$ cat config.mk
export PLATFORM = sky130hd
export DESIGN_NAME = stopwatch_lap
export DESIGN_NICKNAME = d
export VERILOG_FILES = /design/src/rtl/stopwatch_lap.sv
export SDC_FILE = /design/constraint.sdc
export NUM_CORES = 1
export LEC_CHECK = 0
export CAP_MARGIN = 20
export CELL_PAD_IN_SITES_DETAIL_PLACEMENT = 0
export CELL_PAD_IN_SITES_GLOBAL_PLACEMENT = 1
export CORE_MARGIN = 1.5
export CORE_UTILIZATION = 46
export DETAILED_ROUTE_END_ITERATION = 10
export GPL_ROUTABILITY_DRIVEN = 0
export PLACE_DENSITY_LB_ADDON = 0.05
export SYNTH_ARGS = -nofsm -noshare
export SYNTH_HDL_FRONTEND = slang
export SYNTH_SLANG_ARGS = --single-unit
$ cat constraint.sdc
create_clock -name clk_i -period 3.52 [get_ports clk_i]
set_input_delay 0.352 -clock clk_i [delete_from_list [all_inputs] [get_ports clk_i]]
set_output_delay 0.352 -clock clk_i [all_outputs]
set_load 0.01 [all_outputs]
$ cat src/rtl/stopwatch_lap.sv
// stopwatch_lap: parametrised BCD up/down stopwatch with prescaler, preset load,
// lap freeze and wrap/saturate overflow policy.
module stopwatch_lap #(
    parameter int TICK_DIV = 50000000,
    parameter int TW       = 26,
    parameter int NDIG     = 3,
    parameter bit WRAP     = 1'b1
) (
    input  logic                clk_i,
    input  logic                clr_ni,
    input  logic                go_i,
    input  logic                down_i,
    input  logic                load_i,
    input  logic [4*NDIG-1:0]   preset_i,
    input  logic                lap_i,
    output logic [4*NDIG-1:0]   count_o,
    output logic [4*NDIG-1:0]   digits_o,
    output logic                frozen_o,
    output logic                step_o,
    output logic                ovf_o,
    output logic                zero_o
);
    localparam logic [4*NDIG-1:0] ALL9  = {NDIG{4'h9}};
    localparam logic [TW-1:0]     TLAST = TW'(TICK_DIV - 1);

    logic [TW-1:0]     tick_q, tick_d;
    logic [4*NDIG-1:0] count_q, count_d, lap_q, lap_d;
    logic              frozen_q, frozen_d, ovf_q, ovf_d;
    logic [4*NDIG-1:0] inc_v, dec_v, ld_v;
    logic              cy, bw, tick_end, all9, blocked;

    // Ripple carry/borrow across digits; preset digits above 9 clamp to 9.
    always_comb begin
        inc_v = count_q;
        dec_v = count_q;
        ld_v  = preset_i;
        cy    = 1'b1;
        bw    = 1'b1;
        for (int k = 0; k < NDIG; k++) begin
            if (cy) begin
                inc_v[4*k +: 4] = (count_q[4*k +: 4] == 4'd9) ? 4'd0 : count_q[4*k +: 4] + 4'd1;
                cy = (count_q[4*k +: 4] == 4'd9);
            end
            if (bw) begin
                dec_v[4*k +: 4] = (count_q[4*k +: 4] == 4'd0) ? 4'd9 : count_q[4*k +: 4] - 4'd1;
                bw = (count_q[4*k +: 4] == 4'd0);
            end
            if (preset_i[4*k +: 4] > 4'd9) ld_v[4*k +: 4] = 4'd9;
        end
    end

    assign tick_end = (tick_q == TLAST);
    assign all9     = (count_q == ALL9);
    assign zero_o   = (count_q == '0);
    assign blocked  = (down_i && zero_o) || (!down_i && !WRAP && all9);
    assign step_o   = go_i && !load_i && tick_end && !blocked;

    always_comb begin
        tick_d   = load_i ? '0 : go_i ? (tick_end ? '0 : tick_q + 1'b1) : tick_q;
        count_d  = load_i ? ld_v : step_o ? (down_i ? dec_v : inc_v) : count_q;
        ovf_d    = load_i ? 1'b0 : (step_o && !down_i && (WRAP ? all9 : inc_v == ALL9)) ? 1'b1 : ovf_q;
        frozen_d = load_i ? 1'b0 : lap_i ? !frozen_q : frozen_q;
        lap_d    = (!load_i && lap_i && !frozen_q) ? count_q : lap_q;
    end

    always_ff @(posedge clk_i or negedge clr_ni) begin
        if (!clr_ni) begin
            tick_q   <= '0;
            count_q  <= '0;
            lap_q    <= '0;
            frozen_q <= 1'b0;
            ovf_q    <= 1'b0;
        end else begin
            tick_q   <= tick_d;
            count_q  <= count_d;
            lap_q    <= lap_d;
            frozen_q <= frozen_d;
            ovf_q    <= ovf_d;
        end
    end

    assign count_o  = count_q;
    assign digits_o = frozen_q ? lap_q : count_q;
    assign frozen_o = frozen_q;
    assign ovf_o    = ovf_q;
endmodule

==> flow_metrics.env, run 1 <==
export IMPL_ctsResizeCount=0
export IMPL_cts_tree="yes"
export IMPL_post_synth_arst_share_pct=100
export IMPL_numCtsBuffers=5
export IMPL_postCtsSetupBuffers=0
export IMPL_worst_path_max_fanout=14
export IMPL_synth_mux_area_share_pct=9.71
export IMPL_hpwl_mm=6.02
export IMPL_cts_root_buffer="sky130_fd_sc_hd__clkbuf_8"
export IMPL_std_cell_rows=31
export IMPL_setup_viol_count_final=0
export IMPL_netlist_area_um2=3390
export IMPL_global_route_wire_length_before_repair_mm=14.2
export IMPL_final_core_utilization_pct=56.0
export IMPL_synthesis_area_per_instance_um2=9.08
export IMPL_min_path_type="input port to async pin"
export IMPL_relative_slew_slack_pct=32.1
export IMPL_multi_input_area_um2=1930
export IMPL_die_h_um=88.8
export IMPL_io_buffer_count=45
export IMPL_boundaryPins=46
export IMPL_synth_compound_area_share_pct=20.2
export IMPL_synthTopCellsByArea="sky130_fd_sc_hd__dfrtp_1 (38%), sky130_fd_sc_hd__mux2_2 (7.6%), sky130_fd_sc_hd__nand2_1 (4.3%)"
export IMPL_setup_repair_after_global_routing_missed_its_margin="no"
export IMPL_grt_total_usage_pct=23.3
export IMPL_global_route_usage_met3_pct=3.45
export IMPL_drc_errors=0
export IMPL_final_layout_size_suffix_gt1_share_pct=15.7
export IMPL_synth_largest_area_cell="sky130_fd_sc_hd__dfrtp_1"
export IMPL_synth_cells=373
export IMPL_routed_wire_length_mm=8.62
export IMPL_antenna_cells=0
export IMPL_first_global_vias=2888
export IMPL_maximum_number_of_pins_on_one_net_before_global_route_repair=47
export IMPL_yosysTopAreaCellShare_pct=38.4
export IMPL_floorplan_die_area_um2=7890
export IMPL_globalRoute_totalOverflow=0
export IMPL_place_inst=499
export IMPL_die_width_um=88.8
export IMPL_layout_worst_path_cycle_share_pct=90.9
export IMPL_yosysMostFrequentCell="sky130_fd_sc_hd__dfrtp_1"
export IMPL_num_vias=3062
export IMPL_area_delta_synth_final_pct=18.5
export IMPL_synth_seq_cells=52
export IMPL_finalSetupTns_ns=0
export IMPL_drt_vias_per_instance=6.04
export IMPL_static_leakage_power_nw=1.54
export IMPL_maxCapViolations=0
export IMPL_synth_top_family_by_area="simple AND/OR/NAND/NOR gates"
export IMPL_arrival_ns=2.85
export IMPL_post_synth_and_or_nand_nor_area_fraction_pct=23.9
export IMPL_final_instance_count_excl_fill=507
export IMPL_cts_clk_slew_worst_paths_ns=0.11
export IMPL_clk_insertion_delay_late_ns=0.32
export IMPL_synth_distinct_cells=54
export IMPL_ys_flop_type="sky130_fd_sc_hd__dfrtp_1"
export IMPL_synth_adder_area_share_pct=0.369
export IMPL_vdd_drop_max_uv=163
export IMPL_drt_first_pass_iters=4
export IMPL_maxSlewViolCount=0
export IMPL_final_min_clock_period_ns=3.20
export IMPL_fmaxAchievable_mhz=312
export IMPL_antenna_found_initial=0
export IMPL_path_type_of_the_worst_setup_path="flop to primary output"
export IMPL_grt_use_met1_pct=29.5
export IMPL_status="finished clean"
export IMPL_wl_per_cell_um=17.0
export IMPL_required_ns=3.17
export IMPL_drt_iter0_drc=144
export IMPL_synthesis_yosys_warnings=0
export IMPL_clock_sinks=52
export IMPL_cts_path_max_buffers=2
export IMPL_final_report_hold_violation_count=0
export IMPL_layout_filler_cells=667
export IMPL_tightest_slew_ns=1.01
export IMPL_ant_nets=0
export IMPL_floorplan_core_area_um2=7180
export IMPL_worstSetupStartpointType="flop"
export IMPL_postSynthNetCount=392
export IMPL_power_per_cell_area_nw_per_um2=345
export IMPL_nets=426
export IMPL_busiest_grt_layer="met2"
export IMPL_finalClockSkew_ns=0.0131
export IMPL_seq_total_area_yosys_pct=38.4
export IMPL_post_layout_total_power_mw=1.38
export IMPL_critPathCaptureType="primary output"
export IMPL_yosys_area_share_xor_xnor_pct=2.58
export IMPL_post_route_cell_area_um2=4020
export IMPL_post_cts_hold_buffer_count=0
export IMPL_cts_htree_levels=2
export IMPL_globalRouteMet2Util_pct=41.7
export IMPL_placement_cell_area_um2=3930
export IMPL_synth_edff_count=0
export IMPL_regArea_um2=1300
export IMPL_netlist_top_cells_count="sky130_fd_sc_hd__dfrtp_1 (52), sky130_fd_sc_hd__nand2_1 (39), sky130_fd_sc_hd__clkbuf_1 (28), sky130_fd_sc_hd__a21oi_1 (23), sky130_fd_sc_hd__mux2_2 (23)"
export IMPL_starting_utilization_of_the_core_area_pct=47.2
[path summary, 6_finish.rpt]
kind | startpoint | end | slack, ns | cells past startpoint
worst max-delay path | count_o[11] | step_o | 0.32 | 5
worst min-delay path | clr_ni | lap_q[5] | 0.07 | 1
worst max register to register | count_o[3] | count_o[7] | 1.03 | 5
worst min register to register | tick_q[13] | tick_q[13] | 0.50 | 1
max in group asynchronous | clr_ni | count_o[2] | 2.66 | 2
min in group clk_i | tick_q[13] | tick_q[13] | 0.50 | 1
[area by class of cell]
class / instances / area share (%)
tap: 99 / 3.09
inverter: 7 / 0.654
clock buffer: 6 / 1.81
timing repair buffer: 59 / 13.7
sequential: 52 / 32.4
multi-input combinational: 282 / 48.0
clock inverter: 2 / 0.343
[metrics by stage]
| step | hold slack, ns | setup WS [ns] |
|---|---|---|
| final | 0.0700 | 0.319 |
| after floorplan | 0.0564 | 1.33 |
| after CTS | 0.0980 | 0.282 |
| after global placement | 0.453 | 0.561 |
| after detailed placement | 0.454 | 0.536 |
| after global routing | 0.122 | 0.176 |
[critical path, cell delays in order, from the launching register on]
cell                              delay [ns]
sky130_fd_sc_hd__dfrtp_1                0.54
sky130_fd_sc_hd__nor4_1                 0.55
sky130_fd_sc_hd__nand2_1                0.19
sky130_fd_sc_hd__o311ai_2               0.50
sky130_fd_sc_hd__inv_2                  0.22
sky130_fd_sc_hd__clkdlybuf4s50_1        0.53
[power by group]
part / switching [mW] / total (mW) / internal, mW
Sequential: 0.0386 / 0.680 / 0.641
Clock: 0.220 / 0.363 / 0.143
Combinational: 0.161 / 0.341 / 0.181
Total: 0.420 / 1.38 / 0.964
[state kept, by name, summed over array words and instances (netlist names)]
signal	cells
count_o	12
frozen_o	1
lap_q	12
ovf_o	1
tick_q	26
[layer usage]
layer,wire length [µm],vias up
met2,4510,44
met1,3760,1533
met5,0,-
met3,266,8
li1,-,1477
met4,82,0
[cells by family (layout without fill, tap and decap cells)]
group | after synthesis | after routing
buffers and inverters | 39 | 74
DFF | 52 | 52
adders and majority gates | 1 | 1
muxes | 30 | 30
xor gates and xnor gates | 10 | 10
AOI/OAI and AO/OA | 104 | 104
and+or+nand+nor | 137 | 137
[placed cells by master, fill, tap and decap left out, types with 5 or more instances in the layout]
master / count
sky130_fd_sc_hd__nor3_1: 5
sky130_fd_sc_hd__clkdlybuf4s50_1: 44
sky130_fd_sc_hd__nand4_1: 9
sky130_fd_sc_hd__a21oi_1: 22
sky130_fd_sc_hd__inv_1: 6
sky130_fd_sc_hd__dfrtp_1: 52
sky130_fd_sc_hd__nand3_1: 15
sky130_fd_sc_hd__mux2i_1: 7
sky130_fd_sc_hd__nor2_1: 16
sky130_fd_sc_hd__a31oi_1: 22
sky130_fd_sc_hd__xor2_1: 6
sky130_fd_sc_hd__o21ai_0: 19
sky130_fd_sc_hd__a41oi_1: 9
sky130_fd_sc_hd__buf_4: 14
sky130_fd_sc_hd__mux2_2: 23
sky130_fd_sc_hd__o211ai_1: 8
sky130_fd_sc_hd__and3_1: 5
sky130_fd_sc_hd__nand2_1: 39
sky130_fd_sc_hd__nand4b_1: 7
sky130_fd_sc_hd__clkbuf_8: 5
(Power assumes the default switching activity.)
==> inputs of run 2 (changes only) <==
--- a/config.mk
+++ b/config.mk
@@ -8,11 +8,13 @@
 export CAP_MARGIN = 20
 export CELL_PAD_IN_SITES_DETAIL_PLACEMENT = 0
 export CELL_PAD_IN_SITES_GLOBAL_PLACEMENT = 1
+export CORE_ASPECT_RATIO = 1.1
 export CORE_MARGIN = 1.5
 export CORE_UTILIZATION = 46
 export DETAILED_ROUTE_END_ITERATION = 10
 export GPL_ROUTABILITY_DRIVEN = 0
 export PLACE_DENSITY_LB_ADDON = 0.05
+export REMOVE_ABC_BUFFERS = 1
 export SYNTH_ARGS = -nofsm -noshare
 export SYNTH_HDL_FRONTEND = slang
 export SYNTH_SLANG_ARGS = --single-unit
==> run 2 against run 1 <==
The flow now finishes with violations (design-rule violations); worst setup slack better by 0.062 ns; global-route usage down 0.46 points; hold slack better by 0.077 ns; critical endpoint unchanged; largest cell class unchanged.
==> flow_metrics.env, run 2 (synthesized netlist as in run 1, its figures left out) <==
export IMPL_place_inst=484
export IMPL_antenna_found_initial=0
export IMPL_drt_vias_per_instance=6.20
export IMPL_vdd_drop_max_uv=183
export IMPL_cts_tree="yes"
export IMPL_routed_wire_length_mm=8.34
export IMPL_cts_root_buffer="sky130_fd_sc_hd__clkbuf_8"
export IMPL_fmaxAchievable_mhz=319
export IMPL_floorplan_die_area_um2=7890
export IMPL_final_core_utilization_pct=56.8
export IMPL_final_min_clock_period_ns=3.14
export IMPL_cts_path_max_buffers=2
export IMPL_antenna_cells=0
export IMPL_cts_clk_slew_worst_paths_ns=0.11
export IMPL_worstSetupStartpointType="flop"
export IMPL_critical_path_buf_inv_count=2
export IMPL_arrival_ns=2.79
export IMPL_setup_repair_after_global_routing_missed_its_margin="no"
export IMPL_critical_path_top_delay_family="simple AND/OR/NAND/NOR gates"
export IMPL_die_width_um=84.8
export IMPL_num_vias=3052
export IMPL_slowest_delay_ns=0.58
export IMPL_layout_worst_path_cycle_share_pct=89.2
export IMPL_wl_per_cell_um=17.0
export IMPL_worstPathCellList="or4_4 > nor4_4 > o311ai_2 > inv_2 > clkdlybuf4s50_1"
export IMPL_top_register="tick_q"
export IMPL_required_ns=3.17
export IMPL_fin_hold_ws_ns=0.147
export IMPL_mostFrequentLayoutCell="sky130_fd_sc_hd__dfrtp_1"
export IMPL_clock_sinks=52
export IMPL_layout_common_cells="sky130_fd_sc_hd__dfrtp_1 (52), sky130_fd_sc_hd__clkdlybuf4s50_1 (44), sky130_fd_sc_hd__nand2_1 (39)"
export IMPL_status="finished, violations left"
export IMPL_largest_register_ff_count=26
export IMPL_finalSetupTns_ns=0
export IMPL_nets=425
export IMPL_grt_total_usage_pct=22.9
export IMPL_hpwl_mm=5.87
export IMPL_path_type_of_the_worst_setup_path="flop to primary output"
export IMPL_maxCapViolations=0
export IMPL_drt_iter0_drc=183
export IMPL_globalRoute_totalOverflow=0
export IMPL_tightest_slew_ns=1.03
export IMPL_worst_path_max_fanout=11
export IMPL_final_instance_count_excl_fill=492
export IMPL_violated_checks="design-rule violations"
export IMPL_maxSlewViolCount=0
export IMPL_final_report_hold_violation_count=0
export IMPL_final_layout_size_suffix_gt1_share_pct=16.0
export IMPL_critical_path_slowest_cell="sky130_fd_sc_hd__clkdlybuf4s50_1"
export IMPL_maximum_number_of_pins_on_one_net_before_global_route_repair=39
export IMPL_drc_errors=3
export IMPL_placement_cell_area_um2=3910
export IMPL_finalClockSkew_ns=0.00985
export IMPL_post_cts_hold_buffer_count=0
export IMPL_ant_nets=0
export IMPL_starting_utilization_of_the_core_area_pct=47.8
export IMPL_min_path_type="input port to async pin"
export IMPL_ctsResizeCount=0
export IMPL_setup_viol_count_final=0
export IMPL_drt_first_pass_iters=8
export IMPL_std_cell_rows=32
export IMPL_first_global_vias=2919
export IMPL_static_leakage_power_nw=1.55
export IMPL_critPathCaptureType="primary output"
export IMPL_global_route_wire_length_before_repair_mm=14.6
export IMPL_io_buffer_count=45
export IMPL_clk_insertion_delay_late_ns=0.31
export IMPL_boundaryPins=46
export IMPL_postCtsSetupBuffers=0
export IMPL_numCtsBuffers=5
export IMPL_cts_htree_levels=2
export IMPL_power_per_cell_area_nw_per_um2=362
export IMPL_floorplan_core_area_um2=7090
export IMPL_post_route_cell_area_um2=4020
export IMPL_relative_slew_slack_pct=30.7
export IMPL_area_delta_synth_final_pct=18.8
export IMPL_die_h_um=93.0
run 2: stage by stage:
stage	setup WS, ns	power, mW
global placement	0.565	1.03
finish	0.381	1.46
detailed placement	0.544	1.03
CTS	0.356	1.47
floorplan	0.462	0.864
global route	0.193	1.54
run 2: worst reg2reg max path: stages, from the launching register on:
cell,delay [ns]
sky130_fd_sc_hd__dfrtp_1,0.59
sky130_fd_sc_hd__or3b_2,0.51
sky130_fd_sc_hd__nor3b_2,0.38
sky130_fd_sc_hd__o211ai_1,0.31
sky130_fd_sc_hd__a2111oi_0,0.47
sky130_fd_sc_hd__a211oi_1,0.09
run 2: area by class of cell:
class                      instances  area, µm²
inverter                           7       26.3
clock inverter                     3       46.3
sequential                        52       1300
fill                             672       3060
tap                               85        106
timing repair buffer              58        543
clock buffer                       5       68.8
multi-input combinational        282       1930
run 2: final timing paths:
| kind | end | depth (start not counted) | slack, ns | startpoint |
|---|---|---|---|---|
| worst max-delay path | step_o | 5 | 0.38 | tick_q[10] |
| worst min-delay path | lap_q[9] | 1 | 0.15 | clr_ni |
| worst max register to register | count_o[7] | 5 | 1.03 | count_o[3] |
| worst min register to register | tick_q[25] | 1 | 0.49 | tick_q[25] |
| max in group asynchronous | tick_q[14] | 2 | 2.64 | clr_ni |
| min in group clk_i | tick_q[25] | 1 | 0.49 | tick_q[25] |
run 2: power by group:
| part | internal [mW] | switching, mW | leakage, nW |
|---|---|---|---|
| clock network | 0.216 | 0.222 | 0.0600 |
| registers | 0.641 | 0.0425 | 0.680 |
| logic | 0.180 | 0.156 | 0.807 |
run 2: layer usage:
| layer | vias to the layer above | share of wire [%] | global-route usage [%] |
|---|---|---|---|
| met2 | 66 | 52 | 40.3 |
| li1 | 1474 | - | - |
| met3 | 14 | 2.7 | 2.91 |
| met5 | - | 0 | 0 |
| met1 | 1498 | 44 | 29.1 |
| met4 | 0 | 2.0 | 7.51 |
==> inputs of run 3 (changes only) <==
--- a/config.mk
+++ b/config.mk
@@ -15,6 +15,7 @@
 export GPL_ROUTABILITY_DRIVEN = 0
 export PLACE_DENSITY_LB_ADDON = 0.05
 export REMOVE_ABC_BUFFERS = 1
+export SETUP_SLACK_MARGIN = 0.2
 export SYNTH_ARGS = -nofsm -noshare
 export SYNTH_HDL_FRONTEND = slang
 export SYNTH_SLANG_ARGS = --single-unit
==> run 3 against run 2 <==
The flow still finishes with violations (design-rule violations); design area grew 0.93%; register-to-register slack is essentially flat; first-iteration DRC count shrank 7.1%; flip-flop and latch count is the same; non-clock buffer count grew 5; global-route usage is the same; critical path depth is the same; fmax grew 2.1%; via count grew 0.85%; clock power is essentially flat; clock skew grew 0.0015 ns; combinational power is essentially flat.
==> flow_metrics.env, run 3 (synthesized netlist as in run 1, its figures left out) <==
export IMPL_nets=430
export IMPL_layout_worst_path_cycle_share_pct=87.4
export IMPL_slowest_delay_ns=0.56
export IMPL_first_global_vias=2919
export IMPL_finalClockSkew_ns=0.0113
export IMPL_static_leakage_power_nw=1.58
export IMPL_tightest_slew_ns=1.01
export IMPL_r2r_slack_ns=1.03
export IMPL_setup_repair_after_global_routing_missed_its_margin="no"
export IMPL_place_inst=484
export IMPL_critical_path_buf_inv_count=2
export IMPL_worst_path_max_fanout=7
export IMPL_hpwl_mm=5.87
export IMPL_floorplan_core_area_um2=7090
export IMPL_die_h_um=93.0
export IMPL_clk_insertion_delay_late_ns=0.31
export IMPL_antenna_cells=0
export IMPL_std_cell_rows=32
export IMPL_mostFrequentLayoutCell="sky130_fd_sc_hd__dfrtp_1"
export IMPL_worstPathCellList="or4_4 > nor4_4 > o311ai_2 > inv_2 > clkdlybuf4s50_1"
export IMPL_violated_checks="design-rule violations"
export IMPL_clock_sinks=52
export IMPL_num_vias=3078
export IMPL_drt_first_pass_iters=8
export IMPL_maximum_number_of_pins_on_one_net_before_global_route_repair=39
export IMPL_finalWorstSetupSlack_ns=0.445
export IMPL_cts_htree_levels=2
export IMPL_min_path_type="input port to async pin"
export IMPL_critPathCaptureType="primary output"
export IMPL_arrival_ns=2.72
export IMPL_cts_root_buffer="sky130_fd_sc_hd__clkbuf_8"
export IMPL_worstSetupStartpointType="flop"
export IMPL_antenna_found_initial=0
export IMPL_vdd_drop_max_uv=183
export IMPL_numCtsBuffers=5
export IMPL_drc_errors=3
export IMPL_layout_filler_cells=666
export IMPL_status="finished, violations left"
export IMPL_area_delta_synth_final_pct=19.9
export IMPL_floorplan_die_area_um2=7890
export IMPL_ant_nets=0
export IMPL_finalSetupTns_ns=0
export IMPL_final_report_hold_violation_count=0
export IMPL_post_cts_hold_buffer_count=0
export IMPL_layout_common_cells="sky130_fd_sc_hd__dfrtp_1 (52), sky130_fd_sc_hd__clkdlybuf4s50_1 (44), sky130_fd_sc_hd__nand2_1 (39)"
export IMPL_drt_iter0_drc=170
export IMPL_path_type_of_the_worst_setup_path="flop to primary output"
export IMPL_starting_utilization_of_the_core_area_pct=47.8
export IMPL_fmaxAchievable_mhz=325
export IMPL_critical_path_slowest_cell="sky130_fd_sc_hd__or4_4"
export IMPL_boundaryPins=46
export IMPL_cts_tree="yes"
export IMPL_largest_register_ff_count=26
export IMPL_wl_per_cell_um=16.9
export IMPL_routed_wire_length_mm=8.41
export IMPL_global_route_wire_length_before_repair_mm=14.6
export IMPL_final_min_clock_period_ns=3.08
export IMPL_final_instance_count_excl_fill=497
export IMPL_required_ns=3.17
export IMPL_power_per_cell_area_nw_per_um2=359
export IMPL_relative_slew_slack_pct=32.4
export IMPL_cts_path_max_buffers=2
export IMPL_top_register="tick_q"
export IMPL_maxCapViolations=0
export IMPL_die_width_um=84.8
export IMPL_drt_vias_per_instance=6.19
export IMPL_final_layout_size_suffix_gt1_share_pct=17.0
export IMPL_globalRoute_totalOverflow=0
export IMPL_pre_cts_slack_ns=0.544
export IMPL_io_buffer_count=45
export IMPL_grt_total_usage_pct=22.9
export IMPL_cts_clk_slew_worst_paths_ns=0.11
export IMPL_critical_path_top_delay_family="simple AND/OR/NAND/NOR gates"
export IMPL_setup_viol_count_final=0
export IMPL_maxSlewViolCount=0
-- run 3: changes by cell type in the layout (fill, tap and decap cells not counted) --
cell	delta
sky130_fd_sc_hd__buf_4	+5
-- run 3: layout make-up --
cell class / count / area (µm²) / area share [%]
inverter: 7 / 26.3 / 0.647
clock inverter: 3 / 46.3 / 1.14
clock buffer: 5 / 68.8 / 1.69
multi-input combinational: 282 / 1930 / 47.6
sequential: 52 / 1300 / 32.0
timing repair buffer: 63 / 581 / 14.3
tap: 85 / 106 / 2.62
-- run 3: through the flow --
stage	util, %	power (mW)	hold WS [ns]	area, µm²
6_report	57.3	1.46	0.148	4060
3_3_place_gp	55.2	1.03	0.467	3910
4_1_cts	56.8	1.47	0.176	4020
3_5_place_dp	55.2	1.03	0.471	3910
5_1_grt	57.3	1.54	0.228	4060
2_1_floorplan	-	0.864	0.0564	3250
-- run 3: timing repair --
item | CTS | global route
resized for setup | 0 | 0
endpoints found under the setup margin | 0 | 1
endpoints found under the hold margin | 0 | 0
setup buffers | 0 | 5
-- run 3: where the power goes --
part           leakage, nW  switching [mW]  total (mW)  internal [mW]
Clock               0.0600           0.222       0.438          0.216
Sequential           0.680          0.0426       0.684          0.641
Combinational        0.835           0.156       0.336          0.180
-- run 3: routing by layer --
layer / vias to the layer above / routed length, µm / track usage [%]
met5: - / 0 / 0
met4: 0 / 167 / 7.51
met3: 14 / 257 / 2.91
met2: 66 / 4320 / 40.3
met1: 1520 / 3670 / 29.1
li1: 1478 / - / -
-- run 3: final timing paths --
check,startpoint,end,cells after the start
worst max-delay path,tick_q[10],step_o,5
worst min-delay path,clr_ni,lap_q[9],1
worst max register to register,count_o[3],count_o[7],5
worst min register to register,tick_q[25],tick_q[25],1
max in group asynchronous,clr_ni,lap_q[2],2
min in group clk_i,tick_q[25],tick_q[25],1
